--- src/rtl/gray_a_bn_serie_if.sv ---
// Handshake bundle for the bit-serial Gray decoder: Gray word in, binary word plus
// adjacency flag out.
interface gray_a_bn_serie_if #(parameter int N = 4);
    logic         in_valid;
    logic         in_ready;
    logic [N-1:0] G;
    logic         out_valid;
    logic         out_ready;
    logic [N-1:0] BN;
    logic         out_adj;

    modport master (
        output in_valid, G, out_ready,
        input  in_ready, out_valid, BN, out_adj
    );

    modport slave (
        input  in_valid, G, out_ready,
        output in_ready, out_valid, BN, out_adj
    );
endinterface

--- src/rtl/gray_a_bn_serie.sv ---
// Bit-serial Gray-to-binary decoder: one binary bit per clock, MSB first, plus a
// flag telling whether the accepted word is a single-bit step from the previous one.
module gray_a_bn_serie #(
    parameter int N = 4
) (
    input  logic                  clk,
    input  logic                  rst_n,
    gray_a_bn_serie_if.slave      bus,
    output logic                  busy
);
    localparam int KW = (N > 1) ? $clog2(N) : 1;

    typedef enum logic [1:0] {IDLE, DECODE, DONE} state_t;

    state_t        state_q, state_d;
    logic [N-1:0]  g_q, g_d;
    logic [N-1:0]  bn_q, bn_d;
    logic [KW-1:0] k_q, k_d;
    logic [N-1:0]  prev_g_q, prev_g_d;
    logic          prev_v_q, prev_v_d;
    logic          adj_q, adj_d;
    logic [N-1:0]  bn_sh;

    // BN is cleared on acceptance, so the shifted copy supplies BN[k+1] and a 0 above the MSB.
    assign bn_sh = bn_q >> 1;

    always_comb begin
        state_d  = state_q;
        g_d      = g_q;
        bn_d     = bn_q;
        k_d      = k_q;
        prev_g_d = prev_g_q;
        prev_v_d = prev_v_q;
        adj_d    = adj_q;
        case (state_q)
            IDLE: begin
                if (bus.in_valid) begin
                    g_d      = bus.G;
                    bn_d     = '0;
                    k_d      = KW'(N - 1);
                    adj_d    = prev_v_q && ($countones(bus.G ^ prev_g_q) == 1);
                    prev_g_d = bus.G;
                    prev_v_d = 1'b1;
                    state_d  = DECODE;
                end
            end
            DECODE: begin
                bn_d[k_q] = g_q[k_q] ^ bn_sh[k_q];
                if (k_q == '0) state_d = DONE;
                else           k_d = k_q - 1'b1;
            end
            DONE: begin
                if (bus.out_ready) state_d = IDLE;
            end
            default: state_d = IDLE;
        endcase
    end

    always_ff @(posedge clk or negedge rst_n) begin
        if (!rst_n) begin
            state_q  <= IDLE;
            g_q      <= '0;
            bn_q     <= '0;
            k_q      <= '0;
            prev_g_q <= '0;
            prev_v_q <= 1'b0;
            adj_q    <= 1'b0;
        end else begin
            state_q  <= state_d;
            g_q      <= g_d;
            bn_q     <= bn_d;
            k_q      <= k_d;
            prev_g_q <= prev_g_d;
            prev_v_q <= prev_v_d;
            adj_q    <= adj_d;
        end
    end

    assign bus.in_ready  = (state_q == IDLE);
    assign bus.out_valid = (state_q == DONE);
    assign bus.BN        = bn_q;
    assign bus.out_adj   = adj_q;
    assign busy          = (state_q == DECODE);
endmodule

--- src/flat_wrapper.sv ---
// flat-port wrapper written by rule: the top's interface ports become plain ports
module gray_a_bn_serie_flat 
#(
    parameter int N = 4
)
  (clk, rst_n, busy, bus_in_valid, bus_G, bus_out_ready, bus_in_ready, bus_out_valid, bus_BN, bus_out_adj);
  gray_a_bn_serie_if #(.N(N)) bus_i ();
  input  logic clk;
  input  logic rst_n;
  output logic busy;
  input wire logic [$bits(bus_i.in_valid)-1:0] bus_in_valid;
  input wire logic [$bits(bus_i.G)-1:0] bus_G;
  input wire logic [$bits(bus_i.out_ready)-1:0] bus_out_ready;
  output wire logic [$bits(bus_i.in_ready)-1:0] bus_in_ready;
  output wire logic [$bits(bus_i.out_valid)-1:0] bus_out_valid;
  output wire logic [$bits(bus_i.BN)-1:0] bus_BN;
  output wire logic [$bits(bus_i.out_adj)-1:0] bus_out_adj;
  assign bus_i.in_valid = bus_in_valid;
  assign bus_i.G = bus_G;
  assign bus_i.out_ready = bus_out_ready;
  assign bus_in_ready = bus_i.in_ready;
  assign bus_out_valid = bus_i.out_valid;
  assign bus_BN = bus_i.BN;
  assign bus_out_adj = bus_i.out_adj;
  gray_a_bn_serie #(.N(N)) u_core (.clk(clk), .rst_n(rst_n), .bus(bus_i), .busy(busy));
endmodule
--- config.mk ---
export PLATFORM = sky130hd
export DESIGN_NAME = gray_a_bn_serie_flat
export DESIGN_NICKNAME = d
export VERILOG_FILES = /design/src/rtl/gray_a_bn_serie_if.sv /design/src/rtl/gray_a_bn_serie.sv /design/src/flat_wrapper.sv
export SDC_FILE = /design/constraint.sdc
export NUM_CORES = 1
export LEC_CHECK = 0
export ABC_AREA = 1
export CORE_ASPECT_RATIO = 0.9
export CORE_MARGIN = 1
export CORE_UTILIZATION = 54
export DETAILED_ROUTE_END_ITERATION = 12
export PLACE_DENSITY = 0.82
export SKIP_CTS_REPAIR_TIMING = 1
export SYNTH_ARGS = -nofsm -noshare
export SYNTH_HDL_FRONTEND = slang
export SYNTH_SLANG_ARGS = --single-unit
--- constraint.sdc ---
create_clock -name clk -period 3.91 [get_ports clk]
set_input_delay 0.391 -clock clk [delete_from_list [all_inputs] [get_ports clk]]
set_output_delay 0.391 -clock clk [all_outputs]
set_load 0.01 [all_outputs]
==> impl_metrics.tcl, run 1 <==
set metrics [dict create \
    status "finished, violations left" \
    violations "DRC" \
    crit_chain "clkdlybuf4s50_1, xor2_1, ha_1, ha_1, fa_1, nor2_1, nand3_1, o21ai_0" \
    cts_tree "built" \
    dieHeight_um 39.6 \
    die-area_um2 1730 \
    critPathLaunch "bus_G[1]" \
    leakage_nw 0.550 \
    drive_gt1_share_pct 8.87 \
    crit_path_end_kind "flip-flop" \
    min-delay-path-class "input port to async pin" \
    crit_type "input port to flip-flop" \
    yosysSeqAreaShare_pct 41.3 \
    n_fill_cell 111 \
    root_buffer "clkbuf_4" \
    design.core.area_um2 1460 \
    grt_max_degree 15 \
    reg2reg_depth 7 \
    cts_htree_levels 1 \
    ys_warn_count 0 \
    cp-start-kind "input port" \
    timing.rr.start "u_core.g_q[2]" \
    synth-seq-cells 14 \
    clkTransAtPathRegs_ps 80 \
    wl_per_cell_um 12.1 \
    r2r_end "u_core.bus.out_adj" \
    worst_slew_pin_slew_ps 618 \
    maxCapViolCount 0 \
    arrival_ps 2320 \
    wl_um 1690 \
    synth.largest_area_cell "dfrtp_1" \
    netlist_instances 106 \
    final.min_clock_period_ps 2120 \
    crit_path_end "u_core.bus.out_adj" \
    cpMaxStageDelayCell "clkdlybuf4s50_1" \
    synth.distinct_cells 18 \
    grt_first_pass_wirelength_um 2590 \
    portBuffers 15 \
    grt.overflow.total 0 \
    irDropWorstVdd_uv 420 \
    avgSynthCellArea_um2 8.00 \
    hold_violations 0 \
    rows 13 \
    slew_violations 0 \
    clkLatencyLatePin_ps 280 \
    yosysTopAreaCellShare_pct 41.3 \
    finalClockSkew_ps 1.76 \
    pwr_density_cell_nw_per_um2 805 \
    die_x_um 43.8 \
    max-slew-margin-rel_pct 58.7 \
    synth_ff_type "dfrtp_1" \
    cts.sinks 14 \
    setup_tns_ps 0 \
    initial_utilization_pct 57.9 \
    place_hpwl_um 1270 \
    cpPeakStageDelay_ps 500 \
    syn-num-nets 122 \
    grt_usage_pct 22.0 \
    timing.fmax_mhz 471 \
    io_pins 16 \
    detail_route.first_pass.iterations 9 \
    critPathMaxFanout 2 \
    r2r_setup_slack_ps 1930 \
    path_common_cell "ha_1" \
    yosys-top-cells-area "dfrtp_1, nand2_1, ha_1" \
    cts_made_buffers 3 \
    drtAntennaViolNets 0 \
    grt_pass1_vias 643 \
    nNetsFinal 141 \
    required_ps 4110 \
    synth_edf_count 0 \
    area_delta_synth_final_pct 22.9 \
    via_per_inst 5.15 \
    diodes 0 \
    synth.cell_area_um2 848 \
    min_period_over_period_pct 54.3 \
    dr.first_iter.drc_count 22 \
    dp_slack_ps 1470 \
    yosysMostFrequentCell "nand2_1" \
    drcViolationCount 3 \
    finalSetupViolCount 0 \
    fin_ws_ps 1790 \
    antenna_found_initial 0 \
    place.gp.congestion 0.788 \
    cts_buffer_depth 2 \
    via_count 716 \
    async_flop_share_pct 100 \
    synth_commonest_cells "nand2_1, inv_1, nor2_1" \
    rsz0062_at_grt "false" \
]
[per-layer routing]
layer  up-vias  part of all wire (%)  track usage [%]
met3         6                   4.4             4.15
met4         0                   1.9             13.3
li1        362                     -                -
met1       332                    45             23.5
met2        16                    49             40.7
met5         -                     0                0
[through the flow]
| step | instance area (µm²) | hold WS [ps] | instances | power (W) | utilization (%) |
|---|---|---|---|---|---|
| 2_1_floorplan | 848 | 95.4 | 106 | 0.000584 | - |
| 3_3_place_gp | 1010 | 476 | 135 | 0.000707 | 68.7 |
| 3_5_place_dp | 1010 | 491 | 135 | 0.000731 | 68.7 |
| 4_1_cts | 1040 | 510 | 139 | 0.000843 | 71.2 |
| 5_1_grt | 1040 | 514 | 139 | 0.000916 | 71.2 |
| 6_report | 1040 | 488 | 139 | 0.000839 | 71.2 |
[cells by family after synthesis]
kind of cell / after synthesis / share of synthesized area (%)
fa+ha+maj: 8 / 12.7
buf+inv: 20 / 9.73
compound gates: 8 / 5.31
simple gates: 52 / 26.8
flops: 14 / 41.3
xor+xnor: 4 / 4.13
[registers in the layout (all words and copies together), names as in the netlist]
name and flops:
u_core.prev_v_q 1, u_core.bus.out_adj 1, u_core.state_q 2, u_core.k_q 2, u_core.g_q 4, u_core.bus.BN 4
[worst max-delay path: cells and delay by family]
kind | cells | cell delay, ps
buf+inv | 1 | 500
xor+xnor | 1 | 180
fa+ha+maj | 3 | 870
simple gates | 2 | 190
compound gates | 1 | 180
[report_power, final]
part / leakage [nW] / switching (W) / internal (W) / total [W]
Sequential: 0.169 / 0.0000627 / 0.000203 / 0.000266
Combinational: 0.360 / 0.000261 / 0.000208 / 0.000469
Clock: 0.0210 / 0.0000475 / 0.0000567 / 0.000104
[worst min path at each step]
stage                       endpoint  slack, ps  depth (start not counted)
floorplan           u_core.bus.BN[0]        100                          0
global placement     u_core.prev_v_q        480                          1
detailed placement   u_core.prev_v_q        490                          1
CTS                    u_core.g_q[1]        510                          1
global route         u_core.prev_v_q        510                          1
finish                 u_core.g_q[1]        490                          1
[cell usage in the layout, fill, tap and decap left out, types with 2 or more instances in the layout]
cell type,instances
nand2_1,24
inv_1,17
nor2_1,15
clkdlybuf4s50_1,15
dfrtp_1,14
nand3_1,8
ha_1,7
o21ai_0,5
xor2_1,4
clkbuf_4,3
inv_2,2
a31oi_1,2
[area by class of cell]
type	instances	area [µm²]	share of cell area, %
inverters	19	71.3	6.84
clock buffers	4	36.3	3.48
flip-flops and latches	14	350	33.6
well taps	15	18.8	1.80
multi-input cells	72	415	39.9
repair buffers	15	150	14.4
Note: power is estimated with default switching activity, not from simulation.
==> run 2, diff against run 1 <==
--- a/config.mk
+++ b/config.mk
@@ -8,9 +8,9 @@
 export ABC_AREA = 1
 export CORE_ASPECT_RATIO = 0.9
 export CORE_MARGIN = 1
-export CORE_UTILIZATION = 54
+export CORE_UTILIZATION = 45
 export DETAILED_ROUTE_END_ITERATION = 12
-export PLACE_DENSITY = 0.82
+export PLACE_DENSITY = 0.73
 export SKIP_CTS_REPAIR_TIMING = 1
 export SYNTH_ARGS = -nofsm -noshare
 export SYNTH_HDL_FRONTEND = slang
==> constraint.sdc (replaced) <==
create_clock -name clk -period 1.8 [get_ports clk]
set_input_delay 0.18 -clock clk [delete_from_list [all_inputs] [get_ports clk]]
set_output_delay 0.18 -clock clk [all_outputs]
set_load 0.01 [all_outputs]
==> run 2 against run 1 <==
  * The flow finishes with violations (setup timing)
  * Cell count up 11%
  * Power up 120%
  * Utilization down 7.1 points
  * Via count down 0.98%
  * Critical endpoint unchanged
  * Highest routed layer unchanged
==> impl_metrics.tcl, run 2 (synthesis results as in run 1) <==
set metrics [dict create \
    status "finished, violations left" \
    violations "setup timing" \
    root_buffer "clkbuf_4" \
    nNetsFinal 147 \
    die-area_um2 2060 \
    dr.first_iter.drc_count 9 \
    cts_tree "built" \
    crit_path_end_kind "flip-flop" \
    area_delta_synth_final_pct 29.8 \
    final.min_clock_period_ps 1830 \
    critPathMaxFanout 2 \
    cp-start-kind "flip-flop" \
    total_power_w 0.00188 \
    drcViolationCount 0 \
    grt.overflow.total 0 \
    via_count 709 \
    place_area_um2 1050 \
    crit_type "flip-flop to flip-flop" \
    worst_slew_pin_slew_ps 661 \
    grt_first_pass_wirelength_um 2590 \
    drive_gt1_share_pct 13.8 \
    detail_route.first_pass.iterations 4 \
    initial_utilization_pct 49.4 \
    cts_htree_levels 1 \
    rows 14 \
    min_period_over_period_pct 102 \
    cts_buffer_depth 2 \
    place.gp.congestion 0.741 \
    rsz0062_at_grt "true" \
    antenna_found_initial 0 \
    clkLatencyLatePin_ps 290 \
    design.core.area_um2 1720 \
    die_x_um 47.8 \
    most-common-layout-cells "nand2_1, inv_1, nor2_1, clkdlybuf4s50_1, dfrtp_1" \
    final_common_cell "nand2_1" \
    max-slew-margin-rel_pct 55.8 \
    diodes 0 \
    place_hpwl_um 1240 \
    hold_violations 0 \
    io_pins 16 \
    finalClockSkew_ps 8.63 \
    slew_violations 0 \
    finalSetupViolCount 1 \
    arrival_ps 2060 \
    required_ps 2020 \
    maxCapViolCount 0 \
    cts.sinks 14 \
    pwr_density_cell_nw_per_um2 1710 \
    cts_made_buffers 3 \
    clkTransAtPathRegs_ps 90 \
    portBuffers 15 \
    drtAntennaViolNets 0 \
    timing.fmax_mhz 545 \
    wl_per_cell_um 10.4 \
    min-delay-path-class "input port to async pin" \
    dieHeight_um 43.2 \
    irDropWorstVdd_uv 864 \
    wl_um 1600 \
    via_per_inst 4.60 \
    postLayoutCellArea_um2 1100 \
    fin_ws_ps -35.0 \
    grt_usage_pct 18.5 \
    leakage_nw 0.578 \
    grt_max_degree 15 \
    grt_pass1_vias 636 \
]
[run 2: cell types whose count changed in the layout (fill, tap and decap cells not counted)]
| cell | delta |
|---|---|
| ha_1 | -1 |
| ha_2 | +1 |
| o21ai_0 | -1 |
| o21ai_1 | +1 |
| buf_4 | +6 |
[run 2: per-stage QoR]
step | worst slack, ps | TNS [ps] | utilization, % | instances | hold WS [ps]
3_3_place_gp | -283 | -283 | 61.0 | 148 | 467
5_1_grt | -117 | -117 | 64.1 | 154 | 350
2_1_floorplan | 14.2 | 0 | - | 106 | -116
6_report | -35.0 | -35.0 | 64.1 | 154 | 287
4_1_cts | -73.4 | -73.4 | 63.1 | 152 | 311
3_5_place_dp | -337 | -337 | 61.0 | 148 | 473
[run 2: worst paths after layout]
check / start / endpoint / slack, ps / depth (start not counted)
worst max-delay path: u_core.g_q[2] / u_core.bus.out_adj / -30 / 7
worst min-delay path: rst_n / u_core.g_q[1] / 290 / 1
worst max register to register: u_core.g_q[2] / u_core.bus.out_adj / -30 / 7
worst min register to register: u_core.prev_v_q / u_core.prev_v_q / 490 / 1
max in group asynchronous: rst_n / u_core.bus.BN[1] / 1080 / 1
min in group clk: bus_out_ready / u_core.state_q[1] / 460 / 2
[run 2: layer usage]
metal / up-vias / part of all wire [%] / track usage, % / wire length (µm)
li1: 373 / - / - / -
met1: 322 / 44 / 21.3 / 710
met2: 10 / 50 / 29.7 / 796
met3: 4 / 4.1 / 7.66 / 65
met4: 0 / 1.8 / 6.67 / 29
met5: - / 0 / 0 / 0
[run 2: final cells by class]
type / count / area, µm²
fill: 170 / 616
multi-input combinational: 72 / 418
sequential: 14 / 350
timing repair buffer: 21 / 195
inverter: 19 / 71.3
clock buffer: 4 / 36.3
tap: 24 / 30.0
[run 2: worst max-delay path, cell delays in order (launching register included)]
cell and delay [ps]:
dfrtp_1 410, xor2_1 170, ha_1 300, ha_2 190
fa_1 430, nor2_1 110, nand3_1 70, o21ai_1 110
[run 2: power breakdown]
group	switching [W]	internal (W)	total, W
clock	0.000107	0.000123	0.000230
combinational	0.000562	0.000532	0.00109
sequential	0.000118	0.000441	0.000559
total	0.000787	0.00110	0.00188
